<file path="config.mk">
export PLATFORM = sky130hd
export DESIGN_NAME = dmem_uart_bridge
export DESIGN_NICKNAME = d
export VERILOG_FILES = /design/src/rtl/dmem_uart_pkg.sv /design/src/rtl/dmem_uart_bridge_sync_fifo.sv /design/src/rtl/dmem_uart_bridge.sv
export SDC_FILE = /design/constraint.sdc
export NUM_CORES = 1
export LEC_CHECK = 0
export CORE_MARGIN = 2
export CORE_UTILIZATION = 49
export CTS_CLUSTER_DIAMETER = 60
export DETAILED_ROUTE_END_ITERATION = 8
export PLACE_DENSITY = 0.8
export SETUP_SLACK_MARGIN = 0.2
export SYNTH_ARGS = -nofsm -noshare
export SYNTH_HDL_FRONTEND = slang
export SYNTH_HIERARCHICAL = 1
export SYNTH_SLANG_ARGS = --single-unit
</file>
<file path="constraint.sdc">
create_clock -name CLK -period 4.59 [get_ports CLK]
set_input_delay 0.918 -clock CLK [delete_from_list [all_inputs] [get_ports CLK]]
set_output_delay 0.918 -clock CLK [all_outputs]
set_load 0.03 [all_outputs]
</file>
<file path="src/rtl/dmem_uart_pkg.sv">
// Shared definitions for the data-memory UART bridge: MMIO map, STATUS layout, TX FSM states.
package dmem_uart_pkg;

   // Upper 16 bytes of the 10-bit data address space belong to the UART
   localparam logic [9:0] MMIO_BASE  = 10'h3F0;
   localparam int         TXDATA_OFS = 'h0;
   localparam int         STATUS_OFS = 'h4;

   // Word indices inside the MMIO window (address bits [3:2])
   localparam logic [1:0] TXDATA_WORD = 2'(TXDATA_OFS >> 2);
   localparam logic [1:0] STATUS_WORD = 2'(STATUS_OFS >> 2);

   // STATUS register bit positions
   localparam int ST_FULL    = 0;
   localparam int ST_EMPTY   = 1;
   localparam int ST_BUSY    = 2;
   localparam int ST_OVF     = 3;
   localparam int ST_CNT_LSB = 4;
   localparam int ST_CNT_MSB = 7;

   typedef enum logic [2:0] {
      IDLE   = 3'd0,
      START  = 3'd1,
      DATA   = 3'd2,
      PARITY = 3'd3,
      STOP   = 3'd4
   } uart_state_t;

endpackage

</file>
<file path="src/rtl/dmem_uart_bridge_sync_fifo.sv">
// Small synchronous FIFO feeding the UART transmitter.
// A push while full is dropped even if a pop happens in the same cycle.
module sync_fifo #(
   parameter int DEPTH = 8,
   parameter int WIDTH = 8
) (
   input  logic                       CLK,
   input  logic                       RSTn,
   input  logic                       push,
   input  logic                       pop,
   input  logic [WIDTH-1:0]           din,
   output logic [WIDTH-1:0]           dout,
   output logic                       full,
   output logic                       empty,
   output logic [$clog2(DEPTH):0]     count
);

   localparam int PTR_W = $clog2(DEPTH);
   localparam int CNT_W = PTR_W + 1;

   logic [WIDTH-1:0] r_mem [DEPTH];
   logic [PTR_W-1:0] r_wrPtr;
   logic [PTR_W-1:0] r_rdPtr;
   logic [CNT_W-1:0] r_count;
   logic             w_doPush;
   logic             w_doPop;

   assign full     = (r_count == CNT_W'(DEPTH));
   assign empty    = (r_count == '0);
   assign count    = r_count;
   assign dout     = r_mem[r_rdPtr];
   assign w_doPush = push & ~full;
   assign w_doPop  = pop & ~empty;

   // Pointer and occupancy bookkeeping; pointers wrap naturally modulo DEPTH
   always_ff @(posedge CLK) begin
      if (!RSTn) begin
         r_wrPtr <= '0;
         r_rdPtr <= '0;
         r_count <= '0;
      end else begin
         if (w_doPush) r_wrPtr <= r_wrPtr + 1'b1;
         if (w_doPop)  r_rdPtr <= r_rdPtr + 1'b1;
         case ({w_doPush, w_doPop})
            2'b10:   r_count <= r_count + 1'b1;
            2'b01:   r_count <= r_count - 1'b1;
            default: r_count <= r_count;
         endcase
      end
   end

   // Storage array; contents need no reset because the pointers define validity
   always_ff @(posedge CLK) begin
      if (w_doPush) r_mem[r_wrPtr] <= din;
   end

endmodule

</file>
<file path="src/rtl/dmem_uart_bridge.sv">
// Data-memory bus bridge: passes RAM traffic through and maps a UART TX at 0x3F0-0x3FF.
// Optional even-parity bit is enabled by defining DMEM_UART_PARITY_EN.
module dmem_uart_bridge
   import dmem_uart_pkg::*;
#(
   parameter int ADDR_W       = 10,
   parameter int DATA_W       = 32,
   parameter int FIFO_DEPTH   = 8,
   parameter int CLKS_PER_BIT = 16
) (
   input  logic              CLK,
   input  logic              RSTn,
   input  logic              MemWrite,
   input  logic              MemRead,
   input  logic [ADDR_W-1:0] address_DMEM,
   input  logic [DATA_W-1:0] write_data,
   output logic [DATA_W-1:0] read_data,
   output logic              ram_MemWrite,
   output logic              ram_MemRead,
   input  logic [DATA_W-1:0] ram_read_data,
   output logic              uart_tx
);

   localparam int                CNT_W     = $clog2(FIFO_DEPTH) + 1;
   localparam int                BAUD_W    = $clog2(CLKS_PER_BIT);
   localparam logic [BAUD_W-1:0] BAUD_LAST = BAUD_W'(CLKS_PER_BIT - 1);

   logic              w_mmioSel;
   logic [1:0]        w_regIdx;
   logic              w_txPush;
   logic              w_statusWr;
   logic              w_fifoFull;
   logic              w_fifoEmpty;
   logic [CNT_W-1:0]  w_fifoCount;
   logic [7:0]        w_fifoDout;
   logic              w_fifoPop;
   logic              w_baudEnd;
   logic              w_busy;
   logic [DATA_W-1:0] w_mmioData;
   logic              w_unused;

   uart_state_t       r_state;
   logic [BAUD_W-1:0] r_baudCnt;
   logic [2:0]        r_bitCnt;
   logic [7:0]        r_shift;
   logic              r_tx;
   logic              r_overflow;

   assign w_mmioSel    = (address_DMEM[9:4] == MMIO_BASE[9:4]);
   assign w_regIdx     = address_DMEM[3:2];
   assign ram_MemWrite = MemWrite & ~w_mmioSel;
   assign ram_MemRead  = MemRead & ~w_mmioSel;
   assign w_txPush     = MemWrite & w_mmioSel & (w_regIdx == TXDATA_WORD);
   assign w_statusWr   = MemWrite & w_mmioSel & (w_regIdx == STATUS_WORD);
   assign w_baudEnd    = (r_baudCnt == BAUD_LAST);
   assign w_busy       = (r_state != IDLE);
   assign w_fifoPop    = ~w_fifoEmpty & ((r_state == IDLE) | ((r_state == STOP) & w_baudEnd));
   assign uart_tx      = r_tx;
   assign w_unused     = ^{address_DMEM[1:0], write_data[DATA_W-1:8], MemRead};

   sync_fifo #(
      .DEPTH (FIFO_DEPTH),
      .WIDTH (8)
   ) u_txFifo (
      .CLK   (CLK),
      .RSTn  (RSTn),
      .push  (w_txPush),
      .pop   (w_fifoPop),
      .din   (write_data[7:0]),
      .dout  (w_fifoDout),
      .full  (w_fifoFull),
      .empty (w_fifoEmpty),
      .count (w_fifoCount)
   );

   // MMIO register read mux; only STATUS returns non-zero data
   always_comb begin
      w_mmioData = '0;
      if (w_regIdx == STATUS_WORD) begin
         w_mmioData[ST_FULL]                = w_fifoFull;
         w_mmioData[ST_EMPTY]               = w_fifoEmpty;
         w_mmioData[ST_BUSY]                = w_busy;
         w_mmioData[ST_OVF]                 = r_overflow;
         w_mmioData[ST_CNT_MSB:ST_CNT_LSB]  = 4'(w_fifoCount);
      end
   end

   assign read_data = w_mmioSel ? w_mmioData : ram_read_data;

   // Sticky overflow flag: set by a dropped push, cleared by any STATUS write
   always_ff @(posedge CLK) begin
      if (!RSTn) begin
         r_overflow <= 1'b0;
      end else if (w_txPush && w_fifoFull) begin
         r_overflow <= 1'b1;
      end else if (w_statusWr) begin
         r_overflow <= 1'b0;
      end
   end

   // Transmit FSM: each start/data/parity/stop slot lasts CLKS_PER_BIT cycles
   always_ff @(posedge CLK) begin
      if (!RSTn) begin
         r_state   <= IDLE;
         r_baudCnt <= '0;
         r_bitCnt  <= '0;
         r_shift   <= '0;
         r_tx      <= 1'b1;
      end else begin
         case (r_state)
            IDLE: begin
               r_baudCnt <= '0;
               r_bitCnt  <= '0;
               r_tx      <= 1'b1;
               if (!w_fifoEmpty) begin
                  r_shift <= w_fifoDout;
                  r_state <= START;
                  r_tx    <= 1'b0;
               end
            end
            START: begin
               if (w_baudEnd) begin
                  r_baudCnt <= '0;
                  r_bitCnt  <= '0;
                  r_state   <= DATA;
                  r_tx      <= r_shift[0];
               end else begin
                  r_baudCnt <= r_baudCnt + 1'b1;
               end
            end
            DATA: begin
               if (w_baudEnd) begin
                  r_baudCnt <= '0;
                  if (r_bitCnt == 3'd7) begin
                     r_bitCnt <= '0;
`ifdef DMEM_UART_PARITY_EN
                     r_state  <= PARITY;
                     r_tx     <= ^r_shift;
`else
                     r_state  <= STOP;
                     r_tx     <= 1'b1;
`endif
                  end else begin
                     r_bitCnt <= r_bitCnt + 3'd1;
                     r_tx     <= r_shift[r_bitCnt + 3'd1];
                  end
               end else begin
                  r_baudCnt <= r_baudCnt + 1'b1;
               end
            end
`ifdef DMEM_UART_PARITY_EN
            PARITY: begin
               if (w_baudEnd) begin
                  r_baudCnt <= '0;
                  r_state   <= STOP;
                  r_tx      <= 1'b1;
               end else begin
                  r_baudCnt <= r_baudCnt + 1'b1;
               end
            end
`endif
            STOP: begin
               if (w_baudEnd) begin
                  r_baudCnt <= '0;
                  if (!w_fifoEmpty) begin
                     r_shift <= w_fifoDout;
                     r_state <= START;
                     r_tx    <= 1'b0;
                  end else begin
                     r_state <= IDLE;
                     r_tx    <= 1'b1;
                  end
               end else begin
                  r_baudCnt <= r_baudCnt + 1'b1;
               end
            end
            default: begin
               r_state   <= IDLE;
               r_baudCnt <= '0;
               r_bitCnt  <= '0;
               r_tx      <= 1'b1;
            end
         endcase
      end
   end

endmodule
</file>
==> metrics.txt, run 1 <==
status=finished clean; Crit Path Category=input port to primary output; CP max-delay cell=clkdlybuf4s50_1; RSZ-0062 raised after global routing=no; worst path cell trace=clkdlybuf4s50_1, nand2_1, nor3_2, o311ai_0, nand2_1, clkdlybuf4s50_1; DIE WIDTH=98.6 um; largest net degree at the start of global routing=29; max cap viols=0; vias post-DR=about 2900; Die Y=roughly 100 um; Fin. Hold Viols=0; worst path required time=about 3.7 ns; drt first pass iters=5; average size of a mapped cell=13.3 um^2; Seq/Total Area, Yosys=around three fifths; R2R depth=11; Synth Register Bits=97; Slew headroom=between 20 and 25%; antenna violations before repair=0; Total GRT Usage=18.9%; Hold Crit Class=register to register; post-CTS setup buffer count=0; Final Core Density=roughly 64%; # DRC=0; largest cells by area after synthesis=edfxtp_1 44%, dfxtp_1 15%, mux4_2 8.7%, and2_1 4.6%, mux2i_1 3.4%; Routed wire per std cell=16.9 um; P&R area growth vs syn=26.3%; footprint of the multi-input gates=around 1700 um^2; register area=between 2000 and 3000 um^2; CTS hold repair buffers=0; Async SR Flop Fraction=0%; diode count=0; Clk Latency, worst-skew pair=~0.37 ns; total grt overflow=0; LEAKAGE=1.90 nW; worst hold slack=around 0.45 ns; vias in the first global route=approximately 2800; layout cells sized above 1=13.5%; Num CTS Buffers=9; post-place instance area=roughly 5300 um^2; die area=between 9000 and 10000 um^2; fillers=roughly 640; synthesized area=~4400 um^2; Tmin final=between 3 and 4 ns; # clock sinks=97; Yosys top cell by area=edfxtp_1; Slew Limit Fails=0; Max Freq=approximately 0.25 GHz; Peak supply drop=~250 uV; initial DRC count=approximately 140; Post-synth EDFFs=between 60 and 70; post-route cell area=5550 um^2; CP Launch Type=input port; WHS Path Cells=1; Synth Warn #=6; most common cell in the netlist=edfxtp_1; total power=~1.6 mW; r2r setup slk=between 0.7 and 0.8 ns; routability cong.=between 0.7 and 0.8; Post-Route WL=8990 um; Worst Path Max Fanout=10; largest stage delay on the critical path=between 0.6 and 0.7 ns; clock slew at reported path FFs=~0.1 ns; htree depth=3; Most used DFF post-synth=edfxtp_1; pwr dens=between 200 and 300 nW/um^2; Cells after Synth=about 330; # IOs=113; TritonCTS clock tree=built; core area=approximately 8700 um^2; Post-synth top cells=64 x edfxtp_1, 33 x dfxtp_1, 32 x and2_1, 31 x nand2_1, 17 x mux4_2; Root Buffer=clkbuf_8; clock buffer depth=2; top-area cell type share of the netlist area=a little over two fifths; Setup violations, final=0; final net count=504; Starting Density=between 50% and 60%; # resized after CTS=0; row count=34; post-synth cell types=49; Post-Syn Nets=417; Detail Route Antenna Nets=0; CP endpoint kind=primary output; post-route setup TNS=0 ns; Worst Skew=about 0.0075 ns; period utilization=85.6%; first-pass GRT wire length=between 10000 and 15000 um; IO Port Bufs=86; worst slew pin tran=between 1 and 1.5 ns; DR vias/cell=5.37; CP arrival=about 3 ns; post-DP HPWL=6390 um
==> flip-flops by register name (all words and copies together), names as in the netlist, 3 cells and up, named ones only <==
register          count
u_txFifo/r_mem       64
u_txFifo/r_rdPtr      3
r_bitCnt              3
r_shift               8
r_baudCnt             4
r_state               3
u_txFifo/r_wrPtr      3
u_txFifo/count        4
==> worst max-delay path: cells and delay by family <==
kind | cells | cell delay (ns)
and+or+nand+nor | 3 | 0.68
buffers and inverters | 2 | 1.13
AOI/OAI and AO/OA | 1 | 0.26
==> layout make-up <==
cell class | instances | share of cell area, %
Sequential cell | 97 | 46.6
Multi-Input combinational cell | 208 | 30.1
Timing Repair Buffer | 96 | 16.9
Tap cell | 108 | 2.44
Clock buffer | 9 | 2.23
Clock inverter | 7 | 1.42
Inverter | 6 | 0.406
==> power by group <==
group / switching [mW] / leakage, nW / internal (mW)
Sequential: 0.000243 / 0.841 / 0.928
Clock: 0.332 / 0.103 / 0.218
Combinational: 0.0650 / 0.955 / 0.0741
Total: 0.397 / 1.90 / 1.22
==> per-layer routing <==
metal / track usage (%) / routed length, um
met1: 23.0 / 3860
met2: 33.0 / 4610
met3: 3.48 / 378
met4: 7.90 / 149
met5: 0 / 0
==> logic make-up after synthesis <==
| logic type | synth area share (%) |
|---|---|
| buf+inv | 3.19 |
| fa+ha+maj | 2.28 |
| xor+xnor | 2.00 |
| simple gates | 15.6 |
| mux | 14.5 |
| flops | 58.8 |
| compound gates | 3.62 |
==> stage by stage <==
stage / setup WS (ns) / cells
after floorplan: 0.941 / 331
after global placement: 0.695 / 515
after detailed placement: 0.624 / 515
after CTS: 0.642 / 531
after global routing: 0.489 / 531
final: 0.663 / 531
==> worst paths after layout <==
kind / from / to
max: address_DMEM[5] / read_data[2]
min: r_baudCnt[0]$_SDFF_PP0_ / r_baudCnt[0]$_SDFF_PP0_
max reg2reg: u_txFifo/count[1]$_SDFFE_PN0P_ / u_txFifo/count[2]$_SDFFE_PN0P_
min reg2reg: r_baudCnt[0]$_SDFF_PP0_ / r_baudCnt[0]$_SDFF_PP0_
==> cell usage in the layout (no fill, tap or decap), drive strengths merged, types with 2 or more instances in the layout <==
master         instances
dfxtp                 33
or4b                   2
nor3                   7
xnor2                  6
o21ai                  3
mux4                  17
clkinv                 2
nor4b                  2
mux2                   9
a21oi                  8
buf                   10
or3b                   2
clkbuf                 9
inv                   11
mux2i                 15
clkdlybuf4s50         86
a21boi                 2
and3                   3
edfxtp                64
xor2                   4
nor2                  16
nand3                 13
or3                    3
nor2b                  4
nand2                 32
nand4b                 2
ha                     8
and2                  32
nor4                   2
nand2b                 4
(Power assumes the default switching activity.)
==> inputs of run 2 (changes only) <==
Settings changed: SKIP_CTS_REPAIR_TIMING set to 1.
==> results of run 2 <==
No change in the layout: final DEF, timing and power equal those of run 1.
